File: config.mk
export PLATFORM = sky130hd
export DESIGN_NAME = int_ctrl
export DESIGN_NICKNAME = d
export VERILOG_FILES = /design/src/rtl/int_ctrl.sv
export SDC_FILE = /design/constraint.sdc
export NUM_CORES = 1
export LEC_CHECK = 0
export BUFFER_PORTS_ARGS = -buffer_cell sky130_fd_sc_hd__buf_2
export CAP_MARGIN = 20
export CORE_MARGIN = 1.5
export CORE_UTILIZATION = 40
export DETAILED_ROUTE_END_ITERATION = 10
export GPL_TIMING_DRIVEN = 0
export HOLD_SLACK_MARGIN = 0.05
export PLACE_DENSITY = 0.7
export SKIP_LAST_GASP = 1
export SYNTH_ARGS = -nofsm -noshare
export SYNTH_HDL_FRONTEND = slang
export SYNTH_SLANG_ARGS = --single-unit
File: constraint.sdc
create_clock -name CLK -period 1.81 [get_ports CLK]
set_input_delay 0.543 -clock CLK [delete_from_list [all_inputs] [get_ports CLK]]
set_output_delay 0.543 -clock CLK [all_outputs]
set_load 0.03 [all_outputs]
File: src/rtl/int_ctrl.sv
// Prioritised edge-triggered interrupt controller driving the PC interrupt-jump path.
// Latency: irq edge at N -> pending at N+1 -> ARM at N+2 -> INTjmp at N+3 at the earliest.
// Backpressure: an armed interrupt waits in ARM until the CPU raises boundary; no nesting until reti.
module int_ctrl #(
    parameter int          NSRC      = 4,
    parameter logic [15:0] VEC_BASE  = 16'h0004,
    parameter int          VEC_SHIFT = 2
) (
    input  logic            CLK,
    input  logic            RST,
    input  logic [NSRC-1:0] irq,
    input  logic            mask_we,
    input  logic [NSRC-1:0] mask_wdata,
    input  logic            gie_set,
    input  logic            gie_clr,
    input  logic            boundary,
    input  logic            reti,
    output logic            INTjmp,
    output logic [15:0]     Aint,
    output logic [NSRC-1:0] mask,
    output logic            gie,
    output logic [NSRC-1:0] pending,
    output logic            int_active,
    output logic [2:0]      active_id
);

    typedef enum logic [1:0] {
        IDLE    = 2'd0,
        ARM     = 2'd1,
        JUMP    = 2'd2,
        SERVICE = 2'd3
    } state_t;

    state_t          state;
    state_t          state_n;
    logic [NSRC-1:0] irq_prev;
    logic [NSRC-1:0] edges;
    logic [NSRC-1:0] eligible;
    logic [NSRC-1:0] clr_bits;
    logic [NSRC-1:0] pending_n;
    logic            gie_n;
    logic            intjmp_n;
    logic [15:0]     aint_n;
    logic [2:0]      active_id_n;
    logic [2:0]      winner;
    logic            any_elig;
    logic [15:0]     vec;

    assign edges      = irq & ~irq_prev;
    assign eligible   = pending & mask;
    assign any_elig   = |eligible;
    assign int_active = (state == SERVICE);

    // Lowest set index of the eligible sources wins; the vector wraps in 16 bits.
    always_comb begin
        winner = 3'd0;
        for (int i = NSRC - 1; i >= 0; i--) begin
            if (eligible[i]) begin
                winner = 3'(i);
            end
        end
        vec = VEC_BASE + ({13'd0, winner} << VEC_SHIFT);
    end

    // Pending bits: the serviced bit clears in the JUMP cycle, but a fresh edge on it wins.
    always_comb begin
        clr_bits = '0;
        if (state == JUMP) begin
            clr_bits = NSRC'(1) << active_id;
        end
        pending_n = (pending & ~clr_bits) | edges;
    end

    // Global enable: the jump saves it by clearing, clear beats set, reti restores it.
    always_comb begin
        gie_n = gie;
        if (state == JUMP) begin
            gie_n = 1'b0;
        end else if (gie_clr) begin
            gie_n = 1'b0;
        end else if (gie_set || ((state == SERVICE) && reti)) begin
            gie_n = 1'b1;
        end
    end

    // Next state and registered jump outputs; the winner is re-picked every ARM cycle.
    always_comb begin
        state_n     = state;
        intjmp_n    = 1'b0;
        aint_n      = Aint;
        active_id_n = active_id;
        case (state)
            IDLE: begin
                if (gie && any_elig) begin
                    active_id_n = winner;
                    state_n     = ARM;
                end
            end
            ARM: begin
                if (!gie || !any_elig) begin
                    state_n = IDLE;
                end else begin
                    active_id_n = winner;
                    if (boundary) begin
                        intjmp_n = 1'b1;
                        aint_n   = vec;
                        state_n  = JUMP;
                    end
                end
            end
            JUMP: begin
                state_n = SERVICE;
            end
            SERVICE: begin
                if (reti) begin
                    state_n = IDLE;
                end
            end
            default: begin
                state_n = IDLE;
            end
        endcase
    end

    // State register; reset aborts any sequence in flight.
    always_ff @(posedge CLK or posedge RST) begin
        if (RST) begin
            state <= IDLE;
        end else begin
            state <= state_n;
        end
    end

    // Datapath registers: edge history, pending, mask, enable and jump outputs.
    always_ff @(posedge CLK or posedge RST) begin
        if (RST) begin
            irq_prev  <= '0;
            pending   <= '0;
            mask      <= '0;
            gie       <= 1'b0;
            INTjmp    <= 1'b0;
            Aint      <= 16'h0000;
            active_id <= 3'd0;
        end else begin
            irq_prev  <= irq;
            pending   <= pending_n;
            if (mask_we) begin
                mask <= mask_wdata;
            end
            gie       <= gie_n;
            INTjmp    <= intjmp_n;
            Aint      <= aint_n;
            active_id <= active_id_n;
        end
    end

endmodule

==> results.json, run 1 <==
{
  "status": "completed",
  "dieWidth_microns": 52.05,
  "slew_viol_final": 0,
  "cts_hold_buf": 0,
  "wl_microns": 1682,
  "drive_gt1_share_pct": 45.80,
  "hold_path_class": "in2reg",
  "synthCells": 84,
  "routabilityCongestion": 0.7935,
  "synth_seq_area_share_pct": 54.62,
  "worstPathArrival_ps": 1060,
  "instances_no_fill": 159,
  "rows": 17,
  "wl_per_cell_microns": 10.58,
  "cts_sinks": 21,
  "first_global_vias": 648,
  "tightest_slew_ps": 774.6,
  "synthDistinctLibCells": 22,
  "ys_seq_elements": 21,
  "cts_setup_buffers": 0,
  "core-area_sq_mm": 0.002233,
  "cp_slowest_cell": "dfrtp_1",
  "leakagePower_uw": 0.0006565,
  "cts-root-buf": "clkbuf_4",
  "timing.hold.ws_ps": 354.1,
  "setup_viol": 0,
  "r2r_start": "pending[2]",
  "htree_levels": 1,
  "post-route-min-period_ps": 1606,
  "clk_pin_slew_worst_paths_ps": 120,
  "numPlacedInstances": 155,
  "grt_util_all_layers_pct": 13.73,
  "placement.io_buffers": 30,
  "antenna_found_initial": 0,
  "via_count": 683,
  "drtPass1Iterations": 4,
  "ant_nets": 0,
  "fmax_ghz": 0.6227,
  "maxCapViolations": 0,
  "hold_viol_final": 0,
  "power_uw": 1588,
  "postSynthAreaPerCell_sq_um": 11.45,
  "grt_first_pass_wirelength_microns": 2739,
  "grt_setup_unrepaired": "no",
  "worst-path-max-fanout": 5,
  "clk_latency_ps": 300,
  "numCtsBuffers": 3,
  "power.density_mw_per_mm2": 1298,
  "cp-start-kind": "register",
  "syn-cell-area_sq_um": 962.2,
  "area_delta_synth_final_pct": 27.18,
  "boundaryPins": 45,
  "tritoncts": "done",
  "clock_skew_ps": 3.958,
  "slew_headroom_pct": 48.30,
  "min_from": "irq[0]",
  "die_h_microns": 52.05,
  "viasPerCell": 4.296,
  "yosysWarnings": 0,
  "dpl.hpwl_microns": 1362,
  "drtIter0Drc": 2,
  "crit_required_ps": 1270,
  "worstSetupPathType": "reg2out",
  "finalSetupTns_ps": 0,
  "initial_core_util_pct": 43.08,
  "drcViolationCount": 0,
  "dieArea_sq_mm": 0.002709,
  "grt_remaining_overflow": 0,
  "slowest_delay_ps": 430,
  "grt_max_degree": 22,
  "final_net_count": 148,
  "cp-startpoint": "state[0]",
  "cp_cell_sequence": "and2_1 -> buf_2",
  "peakVddDrop_uv": 750.3,
  "clockBufferDepth": 2,
  "n_antenna_cell": 0,
  "ctsResizeCount": 0,
  "fin_crit_sh_pct": 88.73,
  "end_kind": "primary output"
}
-- logic make-up (layout without fill, tap and decap cells) --
group           count (synthesis)  in the layout  share of synthesized area (%)
flops                          21             21                          54.62
other cells                     1             14                         0.3897
buf+inv                        22             56                          14.82
mux                             8              8                          10.01
compound gates                 15             15                          10.40
fa+ha+maj                       1              1                          1.300
simple gates                   16             16                          8.454
-- area by class of cell --
type                       instances  area, sq um
fill                             221         1010
sequential                        21        525.5
multi-input combinational         54        342.8
timing repair buffer              30        150.1
buffer                            15        116.4
tap                               28        35.03
inverter                           7        26.28
clock buffer                       3        22.52
clock inverter                     1        5.005
-- synth_stat cells --
cell type	count	area, sq um
a32oi_1	1	8.760
buf_4	14	105.1
mux2_2	5	56.30
conb_1	1	3.750
nor2b_1	1	6.260
mux2_4	2	30.03
nand2b_1	3	18.77
nor3_1	1	5.000
dfrtp_1	21	525.5
mux2i_1	1	10.01
and2b_2	1	8.760
and3_1	1	6.260
a21oi_2	1	8.760
a22oi_2	2	25.02
a211oi_1	1	7.510
a21oi_1	1	5.000
buf_6	1	11.26
ha_1	1	12.51
nand2_1	8	30.03
inv_1	7	26.28
o21ai_0	9	45.04
and2_1	1	6.260
-- power by group --
group | leakage, uW | switching [uW] | internal, uW
clock | 0.0000177 | 139 | 82.3
sequential | 0.000245 | 113 | 591
combinational | 0.000394 | 424 | 240
total | 0.000656 | 675 | 913
-- sequential cells by signal, indices dropped and copies added (netlist names), named ones only --
name	cells
pending	4
active_id	2
Aint	3
gie	1
mask	4
INTjmp	1
irq_prev	4
state	1
-- path summary, 6_finish.rpt --
kind                          endpoint  slack, ps  depth (start not counted)
setup / recovery            int_active        200                          2
hold / removal             irq_prev[0]        350                          1
setup reg to reg               Aint[3]        270                          4
hold reg to reg             pending[0]        420                          1
max in group asynchronous   pending[3]        970                          2
min in group asynchronous      Aint[2]        360                          2
-- critical path: cells and delay by family, from the launching register on --
kind          cells  cell delay, ps
simple gates      1             160
flops             1             430
buf+inv           1             170
-- per-layer routing --
metal	GRT usage (%)	share of wire, %	vias up
li1	-	-	347
met1	18.18	48	307
met2	21.52	45	27
met3	2.586	5.8	2
met4	6.579	0.89	0
met5	0	0	-
-- per-stage QoR --
step	util, %	worst slack [ps]	instance area, sq um
6_report	54.79	204.1	1224
3_3_place_gp	53.56	302.9	1196
5_1_grt	54.79	144.2	1224
4_1_cts	54.79	190.8	1224
3_5_place_dp	53.56	278.5	1196
2_1_floorplan	-	203.5	1011
-- layout by cell type, fill, tap and decap left out, types with 2 or more instances in the layout --
cell / synthesis / routed
nand2_1: 8 / 8
buf_4: 14 / 14
a22oi_2: 2 / 2
clkbuf_4: 0 / 3
dfrtp_1: 21 / 21
conb_1: 1 / 14
o21ai_0: 9 / 9
buf_2: 0 / 30
mux2_2: 5 / 5
nand2b_1: 3 / 3
mux2_4: 2 / 2
inv_1: 7 / 7
No activity file was read; power rests on OpenSTA's default activity.
==> run 2, diff against run 1 <==
--- a/config.mk
+++ b/config.mk
@@ -5,6 +5,7 @@
 export SDC_FILE = /design/constraint.sdc
 export NUM_CORES = 1
 export LEC_CHECK = 0
+export ABC_AREA = 1
 export BUFFER_PORTS_ARGS = -buffer_cell sky130_fd_sc_hd__buf_2
 export CAP_MARGIN = 20
 export CORE_MARGIN = 1.5
==> run 2 against run 1 <==
Die area grew 4.4%. Power increased by 0.60%. Wire length increased by 5.6%. Sequential cell count did not move. Via count rose by 16%. Clock-buffer cell count did not move. Clock power is 2% higher. Critical endpoint unchanged.
==> results.json, run 2 <==
{
  "cts_sinks": 21,
  "cp_num_cells": 3,
  "via_count": 789,
  "ys_seq_elements": 21,
  "wl_microns": 1776,
  "cts_setup_buffers": 0,
  "grt_first_pass_wirelength_microns": 2760,
  "htree_levels": 1,
  "p_switching_uw": 719.2,
  "slew_headroom_pct": 48.79,
  "setup_viol": 0,
  "synth_edf_count": 0,
  "finalSetupTns_ps": 0,
  "ys_dominant_reg_cell": "dfrtp_1",
  "synthCells": 107,
  "nFillCells": 246,
  "ctsResizeCount": 0,
  "post-route-min-period_ps": 1637,
  "worst-path-max-fanout": 5,
  "cts-root-buf": "clkbuf_4",
  "hold_path_class": "in2reg",
  "synthDistinctLibCells": 21,
  "peakVddDrop_uv": 794.9,
  "clock_skew_ps": 1.885,
  "multi_input_area_sq_um": 360.3,
  "dieArea_sq_mm": 0.002828,
  "cts_hold_buf": 0,
  "ys_top_cells_by_count": "dfrtp_1, nand2_1, buf_4, inv_1, o21ai_0",
  "power.density_mw_per_mm2": 1257,
  "cp_slowest_cell": "dfrtp_1",
  "boundaryPins": 45,
  "maxCapViolations": 0,
  "p_int_uw": 878.8,
  "placement.io_buffers": 30,
  "viasPerCell": 4.288,
  "async_reset_ff_share_pct": 100.0,
  "first_global_vias": 694,
  "placed_area_sq_mm": 0.001244,
  "instances_no_fill": 184,
  "dpl.hpwl_microns": 1455,
  "slowest_delay_ps": 450,
  "end_kind": "primary output",
  "synth_area_leaders": "dfrtp_1, buf_4, nand2_1",
  "antenna_found_initial": 0,
  "drive_gt1_share_pct": 41.56,
  "yosys.area.top_type_share_pct": 52.17,
  "clkPwrFrac_pct": 14.1,
  "r2r_cells": 5,
  "grt_remaining_overflow": 0,
  "ff_latch_area_sq_um": 525.5,
  "drtIter0Drc": 8,
  "reg.largest.list": "irq_prev (4), mask (4), pending (4)",
  "final_common_cell": "buf_2",
  "initial_core_util_pct": 41.41,
  "ant_nets": 0,
  "syn-cell-area_sq_mm": 0.001007,
  "grt_max_degree": 22,
  "area_delta_synth_final_pct": 26.21,
  "tightest_slew_ps": 767.4,
  "drtPass1Iterations": 4,
  "fin_area_sq_mm": 0.001271,
  "critPathTopFamily": "flip-flops",
  "rows": 18,
  "setup_slack_ps": 172.7,
  "numCtsBuffers": 3,
  "worstSetupPathType": "reg2out",
  "clockBufferDepth": 2,
  "n_antenna_cell": 0,
  "core-area_sq_mm": 0.002432,
  "final_cell_mix": "buf_2, dfrtp_1, nand2_1",
  "whs_path_depth": 1,
  "p_sw_share_pct": 45.00,
  "numPlacedInstances": 180,
  "synth_seq_area_share_pct": 52.17,
  "crit_required_ps": 1270,
  "synth_top_cell_by_area": "dfrtp_1",
  "final_net_count": 171,
  "dpl_worst_slack_ps": 513.4,
  "hold_viol_final": 0,
  "pwr-share-comb_pct": 43.3,
  "grt_setup_unrepaired": "no",
  "clk_latency_ps": 300,
  "leakagePower_uw": 0.0007342,
  "dieWidth_microns": 53.18,
  "cp_cell_sequence": "nand2_1 -> inv_1 -> buf_2",
  "slew_viol_final": 0,
  "cp-start-kind": "register",
  "clk_pin_slew_worst_paths_ps": 120,
  "status": "completed",
  "p_seq_share_pct": 42.5,
  "yosysWarnings": 0,
  "fmax_ghz": 0.6108,
  "wl_per_cell_microns": 9.652,
  "postSynthAreaPerCell_sq_um": 9.413,
  "drcViolationCount": 0,
  "worstPathArrival_ps": 1090,
  "grt_util_all_layers_pct": 13.68,
  "die_h_microns": 53.18,
  "tritoncts": "done",
  "routabilityCongestion": 0.7407,
  "crit_buf_inv": 2,
  "fin_crit_sh_pct": 90.46
}
==> run 2: worst paths after layout <==
path | startpoint | slack [ps] | endpoint
setup reg to reg | pending[0] | 480 | Aint[3]
min in group asynchronous | RST | 360 | irq_prev[0]
setup / recovery | register | 170 | int_active
hold / removal | irq[3] | 350 | irq_prev[3]
hold reg to reg | irq_prev[0] | 430 | pending[0]
max in group asynchronous | RST | 980 | mask[3]
==> run 2: routing by layer <==
| metal | global-route usage (%) | routed length (microns) | vias up |
|---|---|---|---|
| li1 | - | - | 398 |
| met1 | 16.76 | 744 | 364 |
| met2 | 22.50 | 892 | 25 |
| met3 | 2.825 | 116 | 2 |
| met4 | 7.265 | 22 | 0 |
| met5 | 0 | 0 | - |
==> run 2: power by group through the flow <==
stage	registers (uW)	clock network [uW]	logic, uW
floorplan	859	0	337
global placement	686	0	679
detailed placement	687	0	699
CTS	680	237	700
global route	703	257	762
finish	680	226	693
==> run 2: cell families after synthesis <==
kind of cell	count (synthesis)	synth area share (%)
compound gates	15	8.075
other cells	1	0.3723
mux	4	4.472
simple gates	34	16.77
fa+ha+maj	1	1.242
flops	21	52.17
buf+inv	31	16.89
==> run 2: area by class of cell <==
type | count | share of cell area (%)
sequential | 21 | 41.34
multi-input combinational | 68 | 28.35
timing repair buffer | 30 | 11.81
buffer | 14 | 8.268
inverter | 17 | 5.118
tap | 30 | 2.953
clock buffer | 3 | 1.772
clock inverter | 1 | 0.3937
==> run 2: metrics by stage <==
stage	utilization, %	hold slack [ps]	power [uW]
2_1_floorplan	-	399.6	1196
3_3_place_gp	51.13	401.9	1365
4_1_cts	52.26	339.2	1617
5_1_grt	52.26	331.4	1723
3_5_place_dp	51.13	411.3	1386
6_report	52.26	351.8	1598
==> run 3, diff against run 2 <==
--- a/config.mk
+++ b/config.mk
@@ -13,7 +13,8 @@
 export DETAILED_ROUTE_END_ITERATION = 10
 export GPL_TIMING_DRIVEN = 0
 export HOLD_SLACK_MARGIN = 0.05
-export PLACE_DENSITY = 0.7
+export PLACE_DENSITY = 0.74
+export REMOVE_ABC_BUFFERS = 1
 export SKIP_LAST_GASP = 1
 export SYNTH_ARGS = -nofsm -noshare
 export SYNTH_HDL_FRONTEND = slang
==> run 3 against run 2 <==
Via count down 7.4%. Register-to-register slack better by 50 ps. Largest cell class unchanged. Cell count down 7.6%. Die area unchanged. Sequential cell count unchanged. First-iteration DRC count up 110%.
==> results.json, run 3 (same netlist as run 2, synthesis figures left out) <==
{
  "cts_sinks": 21,
  "worstSetupPathType": "reg2out",
  "tritoncts": "done",
  "wl_microns": 1766,
  "end_kind": "primary output",
  "die_h_microns": 53.18,
  "final_net_count": 157,
  "grt_max_degree": 22,
  "initial_core_util_pct": 41.41,
  "final_common_cell": "buf_2",
  "cts_hold_buf": 0,
  "final_cell_mix": "buf_2, dfrtp_1, nand2_1",
  "nFillCells": 253,
  "numPlacedInstances": 166,
  "grt_first_pass_wirelength_microns": 2973,
  "timing.hold.ws_ps": 355.5,
  "htree_levels": 1,
  "wl_per_cell_microns": 10.39,
  "dpl.hpwl_microns": 1444,
  "drtPass1Iterations": 4,
  "fmax_ghz": 0.6076,
  "post-route-min-period_ps": 1646,
  "slew_viol_final": 0,
  "cts_setup_buffers": 0,
  "leakagePower_uw": 0.0006551,
  "fin_crit_sh_pct": 90.93,
  "r2r_start": "mask[2]",
  "instances_no_fill": 170,
  "grt_util_all_layers_pct": 14.65,
  "reg.largest.list": "irq_prev (4), mask (4), pending (4)",
  "worst-path-max-fanout": 5,
  "rows": 18,
  "drtIter0Drc": 17,
  "drive_gt1_share_pct": 35.00,
  "finalSetupTns_ps": 0,
  "cp-start-kind": "register",
  "numCtsBuffers": 3,
  "clk_latency_ps": 300,
  "boundaryPins": 45,
  "ctsResizeCount": 0,
  "hold_path_class": "in2async",
  "core-area_sq_mm": 0.002432,
  "clk_pin_slew_worst_paths_ps": 110,
  "grt_setup_unrepaired": "no",
  "multi_input_area_sq_um": 360.3,
  "cts-root-buf": "clkbuf_4",
  "tightest_slew_ps": 774.8,
  "ant_nets": 0,
  "dieWidth_microns": 53.18,
  "routabilityCongestion": 0.7390,
  "first_global_vias": 700,
  "n_antenna_cell": 0,
  "placement.io_buffers": 30,
  "ff_latch_area_sq_um": 525.5,
  "slew_headroom_pct": 48.29,
  "antenna_found_initial": 0,
  "hold_viol_final": 0,
  "peakVddDrop_uv": 766.8,
  "dieArea_sq_mm": 0.002828,
  "viasPerCell": 4.300,
  "status": "completed",
  "area_delta_synth_final_pct": 15.65,
  "drcViolationCount": 0,
  "via_count": 731,
  "power.density_mw_per_mm2": 1347,
  "crit_required_ps": 1270,
  "setup_viol": 0,
  "worstPathArrival_ps": 1100,
  "maxCapViolations": 0,
  "grt_remaining_overflow": 0,
  "clockBufferDepth": 2,
  "clock_skew_ps": 2.231
}
run 3: changes by cell type in the layout (fill, tap and decap cells not counted):
cell | previous run | this run
clkbuf_1 | 0 | 1
buf_4 | 14 | 0
clkinv_2 | 2 | 1
run 3: per-stage QoR:
stage / utilization [%] / cell area [sq um] / total power, uW / setup slack, ps
6_report: 47.89 / 1165 / 1569 / 164.2
5_1_grt: 47.89 / 1165 / 1682 / 97.90
2_1_floorplan: - / 950.9 / 1172 / 475.0
3_3_place_gp: 46.81 / 1139 / 1339 / 521.0
3_5_place_dp: 46.81 / 1139 / 1363 / 508.3
4_1_cts: 47.89 / 1165 / 1589 / 160.0
run 3: metal layers:
metal	wire (microns)	GRT usage, %	share of wire, %	vias to the layer above
met1	726	18.17	41	332
met4	14	3.846	0.79	0
met2	927	26.04	52	24
met3	97	2.542	5.5	2
li1	-	-	-	373
met5	0	0	0	-
run 3: worst max-delay path, stage by stage (launching register included):
cell,delay (ps)
dfrtp_1,450
nand2_1,70
inv_1,90
buf_2,200
run 3: cell type report:
| cell class | instances | share of cell area (%) |
|---|---|---|
| clock buffers | 4 | 2.256 |
| flip-flops and latches | 21 | 45.11 |
| multi-input cells | 68 | 30.93 |
| well taps | 30 | 3.222 |
| inverters | 17 | 5.585 |
| repair buffers | 30 | 12.89 |
run 3: worst paths after layout:
kind	end	slack, ps	cells after the start
worst max-delay path	int_active	160	3
worst min-delay path	Aint[3]	360	2
worst max register to register	Aint[3]	530	6
worst min register to register	pending[2]	420	1
max in group asynchronous	mask[3]	970	2
min in group CLK	irq_prev[0]	360	1
run 3: where the power goes:
group	total (uW)	switching (uW)	internal [uW]	leakage [uW]
Clock	222	137	85.8	0.0000150
Sequential	679	94.3	584	0.000247
Combinational	668	476	192	0.000393
Total	1570	707	862	0.000655
